## src/rtl/l2cache_ctrl_nway_if.sv

```systemverilog
// Request/memory-side bundle for the N-way L2 cache controller.
// The controller takes the slave view; the requester/datapath model takes the master view.
interface l2cache_ctrl_nway_if #(
  parameter int WAYS = 4,
  parameter int SETS = 16
);
  localparam int IDX_W = $clog2(SETS);

  logic             mem_read;
  logic             mem_write;
  logic             mem_resp;
  logic [IDX_W-1:0] set_idx;
  logic [WAYS-1:0]  way_hit;
  logic [WAYS-1:0]  way_valid;
  logic [WAYS-1:0]  way_dirty;
  logic [WAYS-1:0]  way_sel;
  logic             load_data;
  logic             load_tag;
  logic             dirty_set;
  logic             dirty_clr;
  logic             wb_addr_sel;
  logic             pmem_read;
  logic             pmem_write;
  logic             pmem_resp;

  modport master (
    output mem_read, mem_write, set_idx, way_hit, way_valid, way_dirty, pmem_resp,
    input  mem_resp, way_sel, load_data, load_tag, dirty_set, dirty_clr,
           wb_addr_sel, pmem_read, pmem_write
  );

  modport slave (
    input  mem_read, mem_write, set_idx, way_hit, way_valid, way_dirty, pmem_resp,
    output mem_resp, way_sel, load_data, load_tag, dirty_set, dirty_clr,
           wb_addr_sel, pmem_read, pmem_write
  );
endinterface

```

## src/rtl/l2cache_ctrl_nway.sv

```systemverilog
// N-way set-associative write-back L2 controller with per-set tree pseudo-LRU.
// Define L2CTRL_PERF_CNT_EN to add the hit/miss/writeback counter ports.
module l2cache_ctrl_nway #(
  parameter int WAYS = 4,
  parameter int SETS = 16
) (
  input  logic                    clk,
  input  logic                    rst_n,
  l2cache_ctrl_nway_if.slave      bus
`ifdef L2CTRL_PERF_CNT_EN
  ,
  output logic [31:0]             hit_cnt,
  output logic [31:0]             miss_cnt,
  output logic [31:0]             wb_cnt
`endif
);
  localparam int IDX_W = $clog2(SETS);
  localparam int WAY_W = $clog2(WAYS);

  typedef enum logic [1:0] {IDLE, WB, FILL} state_e;

  state_e           state_q, state_d;
  logic [WAY_W-1:0] victim_q, victim_d;
  logic [IDX_W-1:0] vset_q, vset_d;
  logic [WAYS-2:0]  plru_q [SETS];

  logic             plru_wr;
  logic [IDX_W-1:0] plru_idx;
  logic [WAY_W-1:0] plru_way;
  logic [WAYS-2:0]  plru_row_d;

  logic             req, hit_any, inv_any;
  logic [WAY_W-1:0] hit_way, inv_way, pick_way;

  logic            mem_resp, load_data, load_tag, dirty_set, dirty_clr;
  logic            wb_addr_sel, pmem_read, pmem_write;
  logic [WAYS-1:0] way_sel;

  // Lowest set bit wins: multiple hits are illegal, and the lowest free way is refilled first.
  function automatic logic [WAY_W-1:0] lowest_set(input logic [WAYS-1:0] v);
    logic [WAY_W-1:0] idx;
    idx = '0;
    for (int i = WAYS - 1; i >= 0; i--) begin
      if (v[i]) idx = WAY_W'(i);
    end
    return idx;
  endfunction

  // Walk the tree from the root; each bit names the half holding the victim.
  function automatic logic [WAY_W-1:0] plru_victim(input logic [WAYS-2:0] bits);
    logic [WAYS-1:0]  r;
    logic [WAY_W-1:0] node, way;
    logic             b;
    r    = {1'b0, bits};
    node = '0;
    way  = '0;
    for (int l = 0; l < WAY_W; l++) begin
      b    = r[node];
      way  = WAY_W'({way, b});
      node = WAY_W'({node, 1'b1} + {{WAY_W{1'b0}}, b});
    end
    return way;
  endfunction

  // Point every node on the accessed way's path away from it.
  function automatic logic [WAYS-2:0] plru_touch(input logic [WAYS-2:0] bits,
                                                 input logic [WAY_W-1:0] way);
    logic [WAYS-1:0]  r;
    logic [WAY_W-1:0] node, sh;
    logic             dir;
    r    = {1'b0, bits};
    node = '0;
    for (int l = 0; l < WAY_W; l++) begin
      sh      = way << l;
      dir     = sh[WAY_W-1];
      r[node] = ~dir;
      node    = WAY_W'({node, 1'b1} + {{WAY_W{1'b0}}, dir});
    end
    return r[WAYS-2:0];
  endfunction

  assign req      = bus.mem_read | bus.mem_write;
  assign hit_any  = |bus.way_hit;
  assign inv_any  = ~&bus.way_valid;
  assign hit_way  = lowest_set(bus.way_hit);
  assign inv_way  = lowest_set(~bus.way_valid);
  assign pick_way = inv_any ? inv_way : plru_victim(plru_q[bus.set_idx]);

  always_comb begin
    // NOTE: every signal gets a default first so no path through the case infers a latch.
    state_d     = state_q;
    victim_d    = victim_q;
    vset_d      = vset_q;
    plru_wr     = 1'b0;
    plru_idx    = bus.set_idx;
    plru_way    = hit_way;
    mem_resp    = 1'b0;
    load_data   = 1'b0;
    load_tag    = 1'b0;
    dirty_set   = 1'b0;
    dirty_clr   = 1'b0;
    wb_addr_sel = 1'b0;
    pmem_read   = 1'b0;
    pmem_write  = 1'b0;
    way_sel     = '0;

    // Outputs are combinational, so they are gated while reset is held.
    if (rst_n) begin
      unique case (state_q)
        IDLE: begin
          if (req && hit_any) begin
            mem_resp  = 1'b1;
            way_sel   = {{(WAYS-1){1'b0}}, 1'b1} << hit_way;
            load_data = bus.mem_write;
            dirty_set = bus.mem_write;
            plru_wr   = 1'b1;
          end else if (req) begin
            victim_d = pick_way;
            vset_d   = bus.set_idx;
            state_d  = (bus.way_valid[pick_way] && bus.way_dirty[pick_way]) ? WB : FILL;
          end
        end
        WB: begin
          pmem_write  = 1'b1;
          wb_addr_sel = 1'b1;
          way_sel     = {{(WAYS-1){1'b0}}, 1'b1} << victim_q;
          if (bus.pmem_resp) begin
            dirty_clr = 1'b1;
            state_d   = req ? FILL : IDLE;
          end
        end
        FILL: begin
          pmem_read = 1'b1;
          way_sel   = {{(WAYS-1){1'b0}}, 1'b1} << victim_q;
          if (bus.pmem_resp) begin
            load_data = 1'b1;
            load_tag  = 1'b1;
            dirty_clr = 1'b1;
            plru_wr   = 1'b1;
            plru_idx  = vset_q;
            plru_way  = victim_q;
            state_d   = IDLE;
          end
        end
        default: state_d = IDLE;
      endcase
    end
  end

  assign plru_row_d = plru_touch(plru_q[plru_idx], plru_way);

  always_ff @(posedge clk or negedge rst_n) begin
    if (!rst_n) begin
      state_q  <= IDLE;
      victim_q <= '0;
      vset_q   <= '0;
      // NOTE: the PLRU array is flop-based and must start cleared, so it is reset like any register.
      for (int s = 0; s < SETS; s++) plru_q[s] <= '0;
    end else begin
      // NOTE: non-blocking assignments keep every register sampling pre-edge values.
      state_q  <= state_d;
      victim_q <= victim_d;
      vset_q   <= vset_d;
      if (plru_wr) plru_q[plru_idx] <= plru_row_d;
    end
  end

  assign bus.mem_resp    = mem_resp;
  assign bus.way_sel     = way_sel;
  assign bus.load_data   = load_data;
  assign bus.load_tag    = load_tag;
  assign bus.dirty_set   = dirty_set;
  assign bus.dirty_clr   = dirty_clr;
  assign bus.wb_addr_sel = wb_addr_sel;
  assign bus.pmem_read   = pmem_read;
  assign bus.pmem_write  = pmem_write;

`ifdef L2CTRL_PERF_CNT_EN
  logic [31:0] hit_cnt_q, hit_cnt_d;
  logic [31:0] miss_cnt_q, miss_cnt_d;
  logic [31:0] wb_cnt_q, wb_cnt_d;

  always_comb begin
    hit_cnt_d  = hit_cnt_q;
    miss_cnt_d = miss_cnt_q;
    wb_cnt_d   = wb_cnt_q;
    if (state_q == IDLE && mem_resp) hit_cnt_d = hit_cnt_q + 32'd1;
    if (state_q == IDLE && state_d != IDLE) miss_cnt_d = miss_cnt_q + 32'd1;
    if (state_q == WB && bus.pmem_resp && rst_n) wb_cnt_d = wb_cnt_q + 32'd1;
  end

  always_ff @(posedge clk or negedge rst_n) begin
    if (!rst_n) begin
      hit_cnt_q  <= '0;
      miss_cnt_q <= '0;
      wb_cnt_q   <= '0;
    end else begin
      hit_cnt_q  <= hit_cnt_d;
      miss_cnt_q <= miss_cnt_d;
      wb_cnt_q   <= wb_cnt_d;
    end
  end

  assign hit_cnt  = hit_cnt_q;
  assign miss_cnt = miss_cnt_q;
  assign wb_cnt   = wb_cnt_q;
`endif
endmodule

```

## src/flat_wrapper.sv

```systemverilog
// flat-port wrapper written by rule: the top's interface ports become plain ports
module l2cache_ctrl_nway_flat 
#(
  parameter int WAYS = 4,
  parameter int SETS = 16
)
  (clk, rst_n, bus_mem_read, bus_mem_write, bus_set_idx, bus_way_hit, bus_way_valid, bus_way_dirty, bus_pmem_resp, bus_mem_resp, bus_way_sel, bus_load_data, bus_load_tag, bus_dirty_set, bus_dirty_clr, bus_wb_addr_sel, bus_pmem_read, bus_pmem_write);
  l2cache_ctrl_nway_if #(.WAYS(WAYS), .SETS(SETS)) bus_i ();
  input  logic clk;
  input  logic rst_n;
  input wire logic [$bits(bus_i.mem_read)-1:0] bus_mem_read;
  input wire logic [$bits(bus_i.mem_write)-1:0] bus_mem_write;
  input wire logic [$bits(bus_i.set_idx)-1:0] bus_set_idx;
  input wire logic [$bits(bus_i.way_hit)-1:0] bus_way_hit;
  input wire logic [$bits(bus_i.way_valid)-1:0] bus_way_valid;
  input wire logic [$bits(bus_i.way_dirty)-1:0] bus_way_dirty;
  input wire logic [$bits(bus_i.pmem_resp)-1:0] bus_pmem_resp;
  output wire logic [$bits(bus_i.mem_resp)-1:0] bus_mem_resp;
  output wire logic [$bits(bus_i.way_sel)-1:0] bus_way_sel;
  output wire logic [$bits(bus_i.load_data)-1:0] bus_load_data;
  output wire logic [$bits(bus_i.load_tag)-1:0] bus_load_tag;
  output wire logic [$bits(bus_i.dirty_set)-1:0] bus_dirty_set;
  output wire logic [$bits(bus_i.dirty_clr)-1:0] bus_dirty_clr;
  output wire logic [$bits(bus_i.wb_addr_sel)-1:0] bus_wb_addr_sel;
  output wire logic [$bits(bus_i.pmem_read)-1:0] bus_pmem_read;
  output wire logic [$bits(bus_i.pmem_write)-1:0] bus_pmem_write;
  assign bus_i.mem_read = bus_mem_read;
  assign bus_i.mem_write = bus_mem_write;
  assign bus_i.set_idx = bus_set_idx;
  assign bus_i.way_hit = bus_way_hit;
  assign bus_i.way_valid = bus_way_valid;
  assign bus_i.way_dirty = bus_way_dirty;
  assign bus_i.pmem_resp = bus_pmem_resp;
  assign bus_mem_resp = bus_i.mem_resp;
  assign bus_way_sel = bus_i.way_sel;
  assign bus_load_data = bus_i.load_data;
  assign bus_load_tag = bus_i.load_tag;
  assign bus_dirty_set = bus_i.dirty_set;
  assign bus_dirty_clr = bus_i.dirty_clr;
  assign bus_wb_addr_sel = bus_i.wb_addr_sel;
  assign bus_pmem_read = bus_i.pmem_read;
  assign bus_pmem_write = bus_i.pmem_write;
  l2cache_ctrl_nway #(.WAYS(WAYS), .SETS(SETS)) u_core (.clk(clk), .rst_n(rst_n), .bus(bus_i));
endmodule
```

## config.mk

```make
export PLATFORM = sky130hd
export DESIGN_NAME = l2cache_ctrl_nway_flat
export DESIGN_NICKNAME = d
export VERILOG_FILES = /design/src/rtl/l2cache_ctrl_nway_if.sv /design/src/rtl/l2cache_ctrl_nway.sv /design/src/flat_wrapper.sv
export SDC_FILE = /design/constraint.sdc
export NUM_CORES = 1
export LEC_CHECK = 0
export ABC_AREA = 1
export CORE_ASPECT_RATIO = 0.6
export CORE_UTILIZATION = 35
export DETAILED_ROUTE_END_ITERATION = 12
export HOLD_SLACK_MARGIN = 0.12
export PLACE_DENSITY = 0.55
export SYNTH_ARGS = -nofsm -noshare
export SYNTH_HDL_FRONTEND = slang
export SYNTH_SLANG_ARGS = --single-unit
```

## constraint.sdc

```tcl
create_clock -name clk -period 3.1 [get_ports clk]
set_clock_uncertainty 0.1 [all_clocks]
set_input_delay 0.62 -clock clk [delete_from_list [all_inputs] [get_ports clk]]
set_output_delay 0.62 -clock clk [all_outputs]
set_load 0.02 [all_outputs]
```

==> metrics.yaml <==
drc: 0
dp.cells: 730
path_class: "in2out"
tns_ns: 0
rsz0062_at_grt: "false"
powerDensity_nw_per_um2: 748
finalHoldViolations: 0
status: "complete, no violations"
die_area_um2: 10900
ys_ff_latch: 56
die_w_um: 134
cap_viol_max_count: 0
crit_arrival_ns: 2.31
routabilityCongestion: 0.840
setup_viol_count_final: 0
cts_max_level: 2
drt_iter0_markers: 366
cp-end-kind: "output port"
first_global_vias: 3294
critPathBufInv: 3
leakage_nw: 2.27
num_rows: 28
drv_slew: 0
reg2reg_slack_ns: 0.43
grtUsageTotal_pct: 22.9
io_pins: 33
ir_drop_mv: 0.399
cts.sinks: 56
fin_crit_ns: 3.03
cts_made_buffers: 5
seq_area_frac_synth_pct: 38.1
wire_per_inst_um: 15.8
cp_max_fo: 4
initial_core_util_pct: 36.7
drt-total-wl_um: 11700
stdcell_count: 738
clock_latency_ns: 0.30
cp_slowest_cell: "clkdlybuf4s50_1"
cpPeakStageDelay_ns: 0.63
yosys_warnings: 0
netlist_area_um2: 3670
cts_max_path_buffers: 2
synth_cell_types: 28
hold_class: "in2async"
via_count: 3718
hpwl_um: 9020
synth.avg_cell_area_um2: 6.61
fin_nets: 627
core_region_area_um2: 10000
crit_chain: "clkdlybuf4s50_1, nor2_1, nor2_1, buf_4, nand3_1, a21oi_1, clkdlybuf4s50_1"
postCtsSetupBuffers: 0
io_buffers: 32
routed_via_density: 5.04
grt_pass1_wl_um: 18700
cp-start-kind: "primary input"
place_area_um2: 4260
tightest_slew_ns: 0.505
area_growth_pct: 20.1
die_h_um: 81.4
syn_inst: 556
grt_max_degree: 36
drive_gt1_share_pct: 8.79
num_antenna_cells: 0
finalCritPeriodShare_pct: 97.8
slew_headroom_pct: 66.3
cts_tree: "built"
path_clk_slew_ns: 0.07
final_area_um2: 4410
cpLargestDelayFamily: "buffers and inverters"
postRouteAntennaNets: 0
synth_fp_nets: 581
overflow: 0
fmax_mhz: 330
critPathRequiredTime_ns: 2.38
antenna_found_initial: 0
dr.pass1.iters: 5
root_buffer: "clkbuf_16"
-- metal layers --
layer	vias up	global-route usage [%]	wire length, µm
met5	-	0	0
met3	7	3.43	651
met2	107	31.3	4420
met1	1752	37.4	6560
met4	0	2.92	48
li1	1852	-	-
-- area by class of cell --
cell class / count / area [µm²]
timing repair buffer: 55 / 517
inverter: 82 / 308
clock buffer: 5 / 125
multi-input combinational: 402 / 1870
fill: 1081 / 5610
tap: 135 / 169
sequential: 56 / 1400
clock inverter: 3 / 18.8
-- final timing paths --
| path | start | end | cells past startpoint |
|---|---|---|---|
| worst max-delay path | bus_mem_write | bus_way_sel[1] | 7 |
| worst min-delay path | rst_n | u_core.victim_q[0]$_DFFE_PN0P_ | 2 |
| worst max register to register | u_core.state_q[0]$_DFFE_PN0P_ | u_core.plru_q[5]$_DFFE_PN0P_ | 11 |
| worst min register to register | u_core.plru_q[35]$_DFFE_PN0P_ | u_core.plru_q[35]$_DFFE_PN0P_ | 2 |
| max in group asynchronous | rst_n | u_core.plru_q[16]$_DFFE_PN0P_ | 2 |
| min in group clk | u_core.plru_q[35]$_DFFE_PN0P_ | u_core.plru_q[35]$_DFFE_PN0P_ | 2 |
-- where the power goes --
| part | internal [mW] | total [mW] | switching, mW | leakage, nW |
|---|---|---|---|---|
| sequential | 1.05 | 1.29 | 0.238 | 0.688 |
| clock | 0.299 | 0.571 | 0.272 | 0.0736 |
| combinational | 0.538 | 1.44 | 0.904 | 1.51 |
| total | 1.89 | 3.30 | 1.41 | 2.27 |
-- synthesized netlist by cell type, drive strengths merged --
master	n	share of area, %
clkinv	1	0.10
a21oi	9	1.4
o21ai	36	5.5
nand3b	1	0.20
o22ai	1	0.17
nor3	1	0.14
buf	9	1.8
a41oi	1	0.24
inv	81	8.3
dfrtp	56	38
nand2	211	22
nand4	3	1.3
a22oi	16	3.3
nand3	78	11
nor2	40	4.6
or2	1	0.17
clkbuf	7	0.72
ha	4	1.4
-- registers in the layout, indices dropped and copies added (netlist names) --
register and cells:
u_core.vset_q 4, u_core.plru_q 48, u_core.victim_q 2, u_core.state_q 2
-- metrics by stage --
stage               util, %  worst slack [ns]  total power, mW  hold WS (ns)
finish                 44.0            0.0693             3.30         0.376
global route           44.0           0.00336             3.55         0.406
CTS                    44.0            0.0237             3.30         0.381
detailed placement     42.6           -0.0671             2.72         0.404
global placement       42.6            0.0185             2.69         0.394
floorplan                 -             0.389             2.17         0.224
-- cells in the final DEF, fill, tap and decap left out, drive strengths merged, types with 9 or more instances in the layout --
master / count
dfrtp: 56
nor2: 40
o21ai: 36
inv: 81
a21oi: 9
buf: 24
clkdlybuf4s50: 28
a22oi: 16
nand3: 78
nand2: 211
-- timing repair --
action | CTS | global route
hold buffers | 0 | 0
resized for setup | 1 | 2
endpoints found under the setup margin | 1 | 2
endpoints found under the hold margin | 0 | 0
-- logic make-up (layout without fill, tap and decap cells) --
group           after synthesis  in the layout  share of synthesized area, %
simple gates                335            335                          39.0
flops                        56             56                          38.1
fa+ha+maj                     4              4                          1.36
compound gates               63             63                          10.6
buf+inv                      98            145                          10.9
Note: power is estimated with default switching activity, not from simulation.
